$ cat config.mk
export PLATFORM = sky130hd
export DESIGN_NAME = int_reorder_buffer
export DESIGN_NICKNAME = d
export VERILOG_FILES = /design/src/rtl/int_rob_pkg.sv /design/src/rtl/int_rob_lookup.sv /design/src/rtl/int_reorder_buffer.sv
export SDC_FILE = /design/constraint.sdc
export NUM_CORES = 2
export LEC_CHECK = 0
export ABC_AREA = 0
export ABC_CLOCK_PERIOD_IN_PS = 5550
export CORE_MARGIN = 1.5
export CORE_UTILIZATION = 25
export CTS_BUF_LIST = sky130_fd_sc_hd__clkbuf_16
export CTS_CLUSTER_SIZE = 16
export DETAILED_ROUTE_END_ITERATION = 6
export MAX_ROUTING_LAYER = met4
export SYNTH_ARGS = -nofsm -noshare
export SYNTH_HDL_FRONTEND = slang
export SYNTH_SLANG_ARGS = --single-unit
$ cat constraint.sdc
create_clock -name clock -period 5.55 [get_ports clock]
set_input_delay 0.8325 -clock clock [delete_from_list [all_inputs] [get_ports clock]]
set_output_delay 0.8325 -clock clock [all_outputs]
set_load 0.02 [all_outputs]
$ cat src/rtl/int_rob_pkg.sv
// rtl/int_rob_pkg.sv - shared sizes and entry record for the integer reorder buffer
// Purpose: default geometry, register-address width and the per-entry record
//          used by int_reorder_buffer and int_rob_lookup.
// Ports:   none (package).
package int_rob_pkg;

  localparam int ROB_DEPTH  = 8;
  localparam int ROB_TAG_W  = 3;
  localparam int ROB_DATA_W = 64;
  localparam int REG_ADDR_W = 5;

  typedef struct packed {
    logic                  valid;
    logic                  done;
    logic                  exc;
    logic                  wb;
    logic [REG_ADDR_W-1:0] dest;
    logic [ROB_DATA_W-1:0] data;
  } rob_entry_t;

endpackage

$ cat src/rtl/int_rob_lookup.sv
// rtl/int_rob_lookup.sv - youngest in-flight producer search for one operand port
// Purpose: scans the entry array backwards from the tail and returns the
//          youngest valid, register-writing entry whose destination matches the
//          requested source register; otherwise falls back to the value that
//          is currently on the registered register-file write port.
// Ports:   i_entries  entry array of the reorder buffer
//          i_tail     allocation pointer (one past the youngest entry)
//          i_addr     source register to look up
//          i_wr_en / i_wr_addr / i_wr_data  registered register-file write port
//          o_hit      a producer exists
//          o_done     producer value is available
//          o_tag      producer entry tag
//          o_data     producer value (meaningful when o_done)
module int_rob_lookup
  import int_rob_pkg::*;
#(
  parameter int DEPTH  = ROB_DEPTH,
  parameter int TAG_W  = ROB_TAG_W,
  parameter int DATA_W = ROB_DATA_W
) (
  input  rob_entry_t            i_entries [DEPTH],
  input  logic [TAG_W-1:0]      i_tail,
  input  logic [REG_ADDR_W-1:0] i_addr,
  input  logic                  i_wr_en,
  input  logic [REG_ADDR_W-1:0] i_wr_addr,
  input  logic [DATA_W-1:0]     i_wr_data,
  output logic                  o_hit,
  output logic                  o_done,
  output logic [TAG_W-1:0]      o_tag,
  output logic [DATA_W-1:0]     o_data
);

  logic             w_found;
  logic [TAG_W-1:0] w_idx;
  logic [DEPTH-1:0] w_unused_exc;

  // Exception state is irrelevant to forwarding; an excepted head flushes
  // everything before any consumer could use the value.
  for (genvar g = 0; g < DEPTH; g++) begin : g_unused
    assign w_unused_exc[g] = i_entries[g].exc;
  end

  always_comb begin
    o_hit   = 1'b0;
    o_done  = 1'b0;
    o_tag   = '0;
    o_data  = '0;
    w_found = 1'b0;
    w_idx   = '0;
    // i = 1 is the youngest slot (tail - 1); i = DEPTH wraps to the tail
    // itself, which is the oldest slot when the buffer is full.
    for (int i = 1; i <= DEPTH; i++) begin
      w_idx = i_tail - TAG_W'(i);
      if (!w_found && i_entries[w_idx].valid && i_entries[w_idx].wb &&
          (i_entries[w_idx].dest == i_addr)) begin
        w_found = 1'b1;
        o_hit   = 1'b1;
        o_done  = i_entries[w_idx].done;
        o_tag   = w_idx;
        o_data  = i_entries[w_idx].data[DATA_W-1:0];
      end
    end
    // The entry just committed has left the array but the register file has
    // not written it yet; forward from the write port for that one cycle.
    if (!w_found && i_wr_en && (i_wr_addr == i_addr)) begin
      o_hit  = 1'b1;
      o_done = 1'b1;
      o_data = i_wr_data;
    end
    if (i_addr == '0) begin
      o_hit  = 1'b0;
      o_done = 1'b0;
      o_tag  = '0;
      o_data = '0;
    end
  end

endmodule

$ cat src/rtl/int_reorder_buffer.sv
// rtl/int_reorder_buffer.sv - in-order commit buffer in front of the 32x64 integer register file
// Purpose: allocates entries in program order, accepts out-of-order results,
//          commits the head entry to the register-file write port one per
//          cycle, flushes on an excepted head, and forwards in-flight results
//          to two dispatch operand lookup ports.
// Ports:   clock, reset (async, active-low), flush (sync discard-all)
//          alloc_valid/alloc_dest/alloc_wb in, alloc_ready/alloc_tag out
//          cmpl_valid/cmpl_tag/cmpl_data/cmpl_exc in
//          write_enable/write_addr/write_data out (registered regfile port)
//          exc_valid out (registered one-cycle pulse)
//          lookup_addr_a/b in; lookup_hit/done/tag/data_a/b out
module int_reorder_buffer
  import int_rob_pkg::*;
#(
  parameter int DEPTH  = ROB_DEPTH,
  parameter int TAG_W  = ROB_TAG_W,
  parameter int DATA_W = ROB_DATA_W
) (
  input  logic                  clock,
  input  logic                  reset,
  input  logic                  flush,
  input  logic                  alloc_valid,
  input  logic [REG_ADDR_W-1:0] alloc_dest,
  input  logic                  alloc_wb,
  output logic                  alloc_ready,
  output logic [TAG_W-1:0]      alloc_tag,
  input  logic                  cmpl_valid,
  input  logic [TAG_W-1:0]      cmpl_tag,
  input  logic [DATA_W-1:0]     cmpl_data,
  input  logic                  cmpl_exc,
  output logic                  write_enable,
  output logic [REG_ADDR_W-1:0] write_addr,
  output logic [DATA_W-1:0]     write_data,
  output logic                  exc_valid,
  input  logic [REG_ADDR_W-1:0] lookup_addr_a,
  input  logic [REG_ADDR_W-1:0] lookup_addr_b,
  output logic                  lookup_hit_a,
  output logic                  lookup_hit_b,
  output logic                  lookup_done_a,
  output logic                  lookup_done_b,
  output logic [TAG_W-1:0]      lookup_tag_a,
  output logic [TAG_W-1:0]      lookup_tag_b,
  output logic [DATA_W-1:0]     lookup_data_a,
  output logic [DATA_W-1:0]     lookup_data_b
);

  localparam int CNT_W = TAG_W + 1;

  rob_entry_t       r_entries [DEPTH];
  logic [TAG_W-1:0] r_head;
  logic [TAG_W-1:0] r_tail;
  logic [CNT_W-1:0] r_count;

  rob_entry_t w_head_entry;
  logic       w_full;
  logic       w_alloc;
  logic       w_commit;
  logic       w_commit_ok;
  logic       w_commit_exc;

  assign w_head_entry = r_entries[r_head];
  assign w_full       = (r_count == CNT_W'(DEPTH));
  assign alloc_ready  = !w_full;
  assign alloc_tag    = r_tail;
  // Readiness is taken from the pre-edge count, so a commit in the same
  // cycle never frees a slot for an allocation while full.
  assign w_alloc      = alloc_valid && !w_full;
  assign w_commit     = w_head_entry.valid && w_head_entry.done;
  assign w_commit_exc = w_commit && w_head_entry.exc;
  assign w_commit_ok  = w_commit && !w_head_entry.exc;

  always_ff @(posedge clock or negedge reset) begin
    if (!reset) begin
      for (int i = 0; i < DEPTH; i++) begin
        r_entries[i] <= '0;
      end
      r_head       <= '0;
      r_tail       <= '0;
      r_count      <= '0;
      write_enable <= 1'b0;
      write_addr   <= '0;
      write_data   <= '0;
      exc_valid    <= 1'b0;
    end else if (flush || w_commit_exc) begin
      // External flush and an excepted head both discard every entry,
      // including anything allocated or completed this cycle.
      for (int i = 0; i < DEPTH; i++) begin
        r_entries[i] <= '0;
      end
      r_head       <= '0;
      r_tail       <= '0;
      r_count      <= '0;
      write_enable <= 1'b0;
      exc_valid    <= w_commit_exc && !flush;
    end else begin
      exc_valid    <= 1'b0;
      write_enable <= w_commit_ok && w_head_entry.wb && (w_head_entry.dest != '0);
      if (w_commit_ok) begin
        write_addr <= w_head_entry.dest;
        write_data <= w_head_entry.data[DATA_W-1:0];
      end

      if (cmpl_valid && r_entries[cmpl_tag].valid) begin
        r_entries[cmpl_tag].done <= 1'b1;
        r_entries[cmpl_tag].exc  <= cmpl_exc;
        r_entries[cmpl_tag].data <= ROB_DATA_W'(cmpl_data);
      end

      // Ordered after the completion update so a late completion to the
      // retiring head cannot resurrect it.
      if (w_commit_ok) begin
        r_entries[r_head] <= '0;
        r_head            <= r_head + 1'b1;
      end

      if (w_alloc) begin
        r_entries[r_tail] <= '{valid: 1'b1, done: 1'b0, exc: 1'b0, wb: alloc_wb,
                               dest: alloc_dest, data: '0};
        r_tail            <= r_tail + 1'b1;
      end

      r_count <= r_count + CNT_W'(w_alloc) - CNT_W'(w_commit_ok);
    end
  end

  int_rob_lookup #(.DEPTH(DEPTH), .TAG_W(TAG_W), .DATA_W(DATA_W)) u_lookup_a (
    .i_entries (r_entries),
    .i_tail    (r_tail),
    .i_addr    (lookup_addr_a),
    .i_wr_en   (write_enable),
    .i_wr_addr (write_addr),
    .i_wr_data (write_data),
    .o_hit     (lookup_hit_a),
    .o_done    (lookup_done_a),
    .o_tag     (lookup_tag_a),
    .o_data    (lookup_data_a)
  );

  int_rob_lookup #(.DEPTH(DEPTH), .TAG_W(TAG_W), .DATA_W(DATA_W)) u_lookup_b (
    .i_entries (r_entries),
    .i_tail    (r_tail),
    .i_addr    (lookup_addr_b),
    .i_wr_en   (write_enable),
    .i_wr_addr (write_addr),
    .i_wr_data (write_data),
    .o_hit     (lookup_hit_b),
    .o_done    (lookup_done_b),
    .o_tag     (lookup_tag_b),
    .o_data    (lookup_data_b)
  );

endmodule

==> tab_implementation.tex <==
\begin{tabular}{lr}
\hline
Metric & Value \\
\hline
\multicolumn{2}{l}{\textbf{STA}} \\
Max Freq & 175 MHz \\
Time the final worst path needs with I/O delays and setup & $\sim$5700 ps \\
Final setup violation count & 61 \\
TNS Setup & -3700 ps \\
Max-Slew Margin vs Limit & 16.8\% \\
Final worst slack & -159 ps \\
Number of failing hold endpoints at the final stage & 0 \\
Max-slew violation total from the final report & 0 \\
Unrepaired setup endpoints after global routing & yes \\
Post-route clock skew & 67.7 ps \\
Fin crit share & 103\% \\
Actual slew at the worst max-slew pin & approximately 1200 ps \\
\multicolumn{2}{l}{\textbf{Critical path}} \\
Cell with the largest stage delay on the worst path & sky130\_fd\_sc\_hd\_\_mux4\_2 \\
Top fanout value on the critical path & 13 \\
Ordered cell list for the critical path & buf\_6 -> buf\_8 -> mux2i\_1 -> mux4\_2 -> xor2\_1 -> nand4\_1 -> or2\_1 -> and4\_4 -> buf\_6 -> nand4\_1 -> buf\_6 -> buf\_12 -> clkbuf\_16 -> buf\_4 -> o211ai\_1 -> o21ai\_1 -> buf\_4 -> buf\_4 \\
Launching point of the worst reg2reg path & r\_head[1]\$\_DFFE\_PN0P\_ \\
Critical Setup Path Class & reg2out \\
Nature of the critical path startpoint & register \\
CP Data Required Time & 4720 ps \\
Category of the worst setup path capture point & output pin \\
Worst path arrival time & 4880 ps \\
R2R depth & 12 \\
Stage delay of the slowest cell on the critical path & about 550 ps \\
End of the worst register-to-register path & r\_entries[39]\$\_DFF\_PN0\_ \\
R2R Setup Slk & 950 ps \\
\multicolumn{2}{l}{\textbf{Floorplanning}} \\
Die Ht & approximately 490 um \\
\# rows & 178 \\
Area enclosed by the die boundary & 0.239 sq mm \\
Horizontal die dimension & 489 um \\
Boundary pin count & 302 \\
Placeable Area & 0.235 sq mm \\
Initial core utilization & 25.1\% \\
\multicolumn{2}{l}{\textbf{Global routing}} \\
Maximum number of pins on one net before global-route repair & 168 \\
Residual overflow from global routing & 0 \\
Global-route wire length before repair & 472 mm \\
GRT Util Overall & 28.2\% \\
Vias in the first global route & 61100 \\
Number of antenna violations at the first check in global routing & 42 \\
\multicolumn{2}{l}{\textbf{Yosys}} \\
Post-synthesis sequential area ratio & 28.2\% \\
Number of synthesized flops with an enable pin & 0 \\
Fraction of the mapped netlist area in compound gates & 20.1\% \\
YS warnings & 0 \\
Library cells used by synthesis & 83 \\
Largest area contributor in the netlist & sky130\_fd\_sc\_hd\_\_dfrtp\_1 \\
Net count of the mapped netlist & 6668 \\
Synth Area per Inst & 8.99 sq um \\
Cell Area, Synth & 0.0590 sq mm \\
Synth top area share & 28.2\% \\
Synthesized flop and latch total & 665 \\
Top\_reg\_cell synth & sky130\_fd\_sc\_hd\_\_dfrtp\_1 \\
Basic-gate share of the synthesized area counting and, or, nand and nor cells & approximately 16\% \\
Most area-consuming cells after synthesis & sky130\_fd\_sc\_hd\_\_dfrtp\_1, sky130\_fd\_sc\_hd\_\_mux4\_2, sky130\_fd\_sc\_hd\_\_nand2\_1 \\
Main combinational cell family by area after synthesis & multiplexers \\
Multiplexer fraction of the synthesized cell area & $\sim$29\% \\
Post-Syn Instances & between 6000 and 7000 \\
Share of synthesized cell area in full adder, half adder and majority cells & less than 1\% \\
Asr flop ratio synth & 100\% \\
XOR/XNOR share of the synthesized area & 1.29\% \\
\multicolumn{2}{l}{\textbf{Clocking}} \\
Number of buffers between clock root and the deepest sink & 3 \\
H-tree levels & 3 \\
Total clock buffers created by CTS & 85 \\
TritonCTS clock tree & built \\
Clock latency on the worst-skew pair & approximately 750 ps \\
Clock-pin slew of the registers on the worst-case setup and hold paths & 60 ps \\
Clock tree sinks & 665 \\
Clock root cell & sky130\_fd\_sc\_hd\_\_clkbuf\_16 \\
\multicolumn{2}{l}{\textbf{Place}} \\
HPWL after detailed placement & 200 mm \\
Placed standard-cell area & around 0.067 sq mm \\
Routability congestion estimate from global placement & 0.987 \\
Count of input and output buffers & approximately 300 \\
Place WS & -41.5 ps \\
\multicolumn{2}{l}{\textbf{Pwr}} \\
Largest vdd supply drop & 0.222 mV \\
Tot Pwr & 14600 uW \\
LEAKAGE & roughly 0.028 uW \\
PD cells & between 150 and 200 mW/mm\^{}2 \\
\multicolumn{2}{l}{\textbf{Layout}} \\
Ratio of cells with drive above 1 in the final layout & 28.4\% \\
Final layout net count & 6881 \\
Post-route core utilization & approximately 32\% \\
Most common library cell in the layout ignoring fill and taps & sky130\_fd\_sc\_hd\_\_nand2\_1 \\
Total non-filler cell area in the finished layout & 0.0763 sq mm \\
Top library cells by usage in the layout, fill and taps aside & sky130\_fd\_sc\_hd\_\_nand2\_1, sky130\_fd\_sc\_hd\_\_a21oi\_1, sky130\_fd\_sc\_hd\_\_dfrtp\_1 \\
Synthesis-to-layout area growth & 29.1\% \\
\multicolumn{2}{l}{\textbf{Routing}} \\
Wirelength per Cell & 35.3 um \\
Via count & between 60000 and 70000 \\
DRC Markers & 16 \\
ANT nets after route & 0 \\
Vias per Instance & 6.60 \\
Detailed Routing Iterations Pass 1 & 7 \\
Initial DRC count & $\sim$13000 \\
Routed WL & approximately 350 mm \\
\multicolumn{2}{l}{\textbf{Flow run}} \\
Max-Cap Viols & 0 \\
\multicolumn{2}{l}{\textbf{Min path}} \\
Class of the tightest hold or removal check & in2async \\
\multicolumn{2}{l}{\textbf{Outcome}} \\
Failing checks & design-rule violations, negative setup slack \\
Status & complete, but fails checks \\
\hline
\end{tabular}
==> power breakdown <==
part | internal, uW | leakage [uW] | switching (uW)
clock network | 3260 | 0.00140 | 2580
logic | 1470 | 0.0172 | 2280
registers | 4900 | 0.00928 | 121
==> cell type report <==
| cell class | instances | area (sq um) |
|---|---|---|
| Antenna cell | 45 | 113 |
| Clock buffer | 86 | 2150 |
| Clock inverter | 69 | 648 |
| Fill cell | 23700 | 159000 |
| Inverter | 19 | 76.3 |
| Multi-Input combinational cell | 5146 | 42100 |
| Sequential cell | 665 | 16700 |
| Tap cell | 3150 | 3940 |
| Timing Repair Buffer | 862 | 10600 |
==> logic make-up after synthesis <==
| group | after synthesis |
|---|---|
| buffers and inverters | 755 |
| and+or+nand+nor | 2252 |
| xor gates and xnor gates | 85 |
| adders and majority gates | 13 |
| AOI/OAI and AO/OA | 1787 |
| muxes | 1009 |
| DFF | 665 |
==> Yosys cell counts (88+ instances only) <==
cell type and n:
sky130_fd_sc_hd__nand2_1 1653, sky130_fd_sc_hd__a21oi_1 716, sky130_fd_sc_hd__dfrtp_1 665, sky130_fd_sc_hd__mux4_2 554, sky130_fd_sc_hd__clkbuf_1 401, sky130_fd_sc_hd__mux2i_1 343, sky130_fd_sc_hd__nor2_1 271, sky130_fd_sc_hd__a221oi_1 227
sky130_fd_sc_hd__a22o_1 213, sky130_fd_sc_hd__buf_2 168, sky130_fd_sc_hd__buf_1 147, sky130_fd_sc_hd__o22ai_1 114, sky130_fd_sc_hd__mux2_2 110, sky130_fd_sc_hd__nand3_1 103, sky130_fd_sc_hd__a31oi_1 91, sky130_fd_sc_hd__a22oi_1 88
==> sequential cells by signal (all words and copies together) (netlist names) <==
name	cells
write_enable	1
write_data	64
alloc_tag	3
write_addr	5
exc_valid	1
r_count	4
r_head	3
r_entries	584
==> what timing repair did <==
action | 4_1_cts | 5_1_grt
setup buffers | 77 | 81
hold buffers | 0 | 0
pin swaps | 55 | 162
cloned | 23 | 28
resized for setup | 282 | 467
endpoints found under the setup margin | 138 | 136
==> worst max-delay path: cells and delay by family (launching register included) <==
kind            cells  cell delay [ps]
buf+inv             9             1360
simple gates        4              940
mux                 2              710
flops               1              540
compound gates      2              380
xor+xnor            1              190
==> per-layer routing <==
layer	vias to the layer above	global-route usage [%]	share of wire, %
met5	-	-	0
met4	0	22.1	10
met3	2016	11.4	17
met2	6760	38.2	40
met1	32300	32.8	33
li1	25200	-	-
==> through the flow <==
| stage | instances | hold WS, ps |
|---|---|---|
| 2_1_floorplan | 6566 | 497 |
| 3_3_place_gp | 9650 | 528 |
| 3_5_place_dp | 9650 | 530 |
| 4_1_cts | 9903 | 22.8 |
| 5_1_grt | 10000 | 33.2 |
| 6_report | 10000 | 16.7 |
==> how the worst max path moves through the flow <==
stage | slack [ps] | cells past startpoint | startpoint | to
3_5_place_dp | -40 | 16 | alloc_tag[1]$_DFFE_PN0P_ | lookup_data_a[30]
3_3_place_gp | -100 | 16 | alloc_tag[1]$_DFFE_PN0P_ | lookup_data_a[30]
4_1_cts | -40 | 17 | alloc_tag[1]$_DFFE_PN0P_ | lookup_data_b[12]
2_1_floorplan | 60 | 21 | alloc_tag[2]$_DFFE_PN0P_ | lookup_data_a[40]
5_1_grt | -180 | 19 | alloc_tag[1]$_DFFE_PN0P_ | lookup_data_a[21]
6_report | -160 | 18 | alloc_tag[1]$_DFFE_PN0P_ | lookup_data_b[1]
No activity file was read; power rests on OpenSTA's default activity.
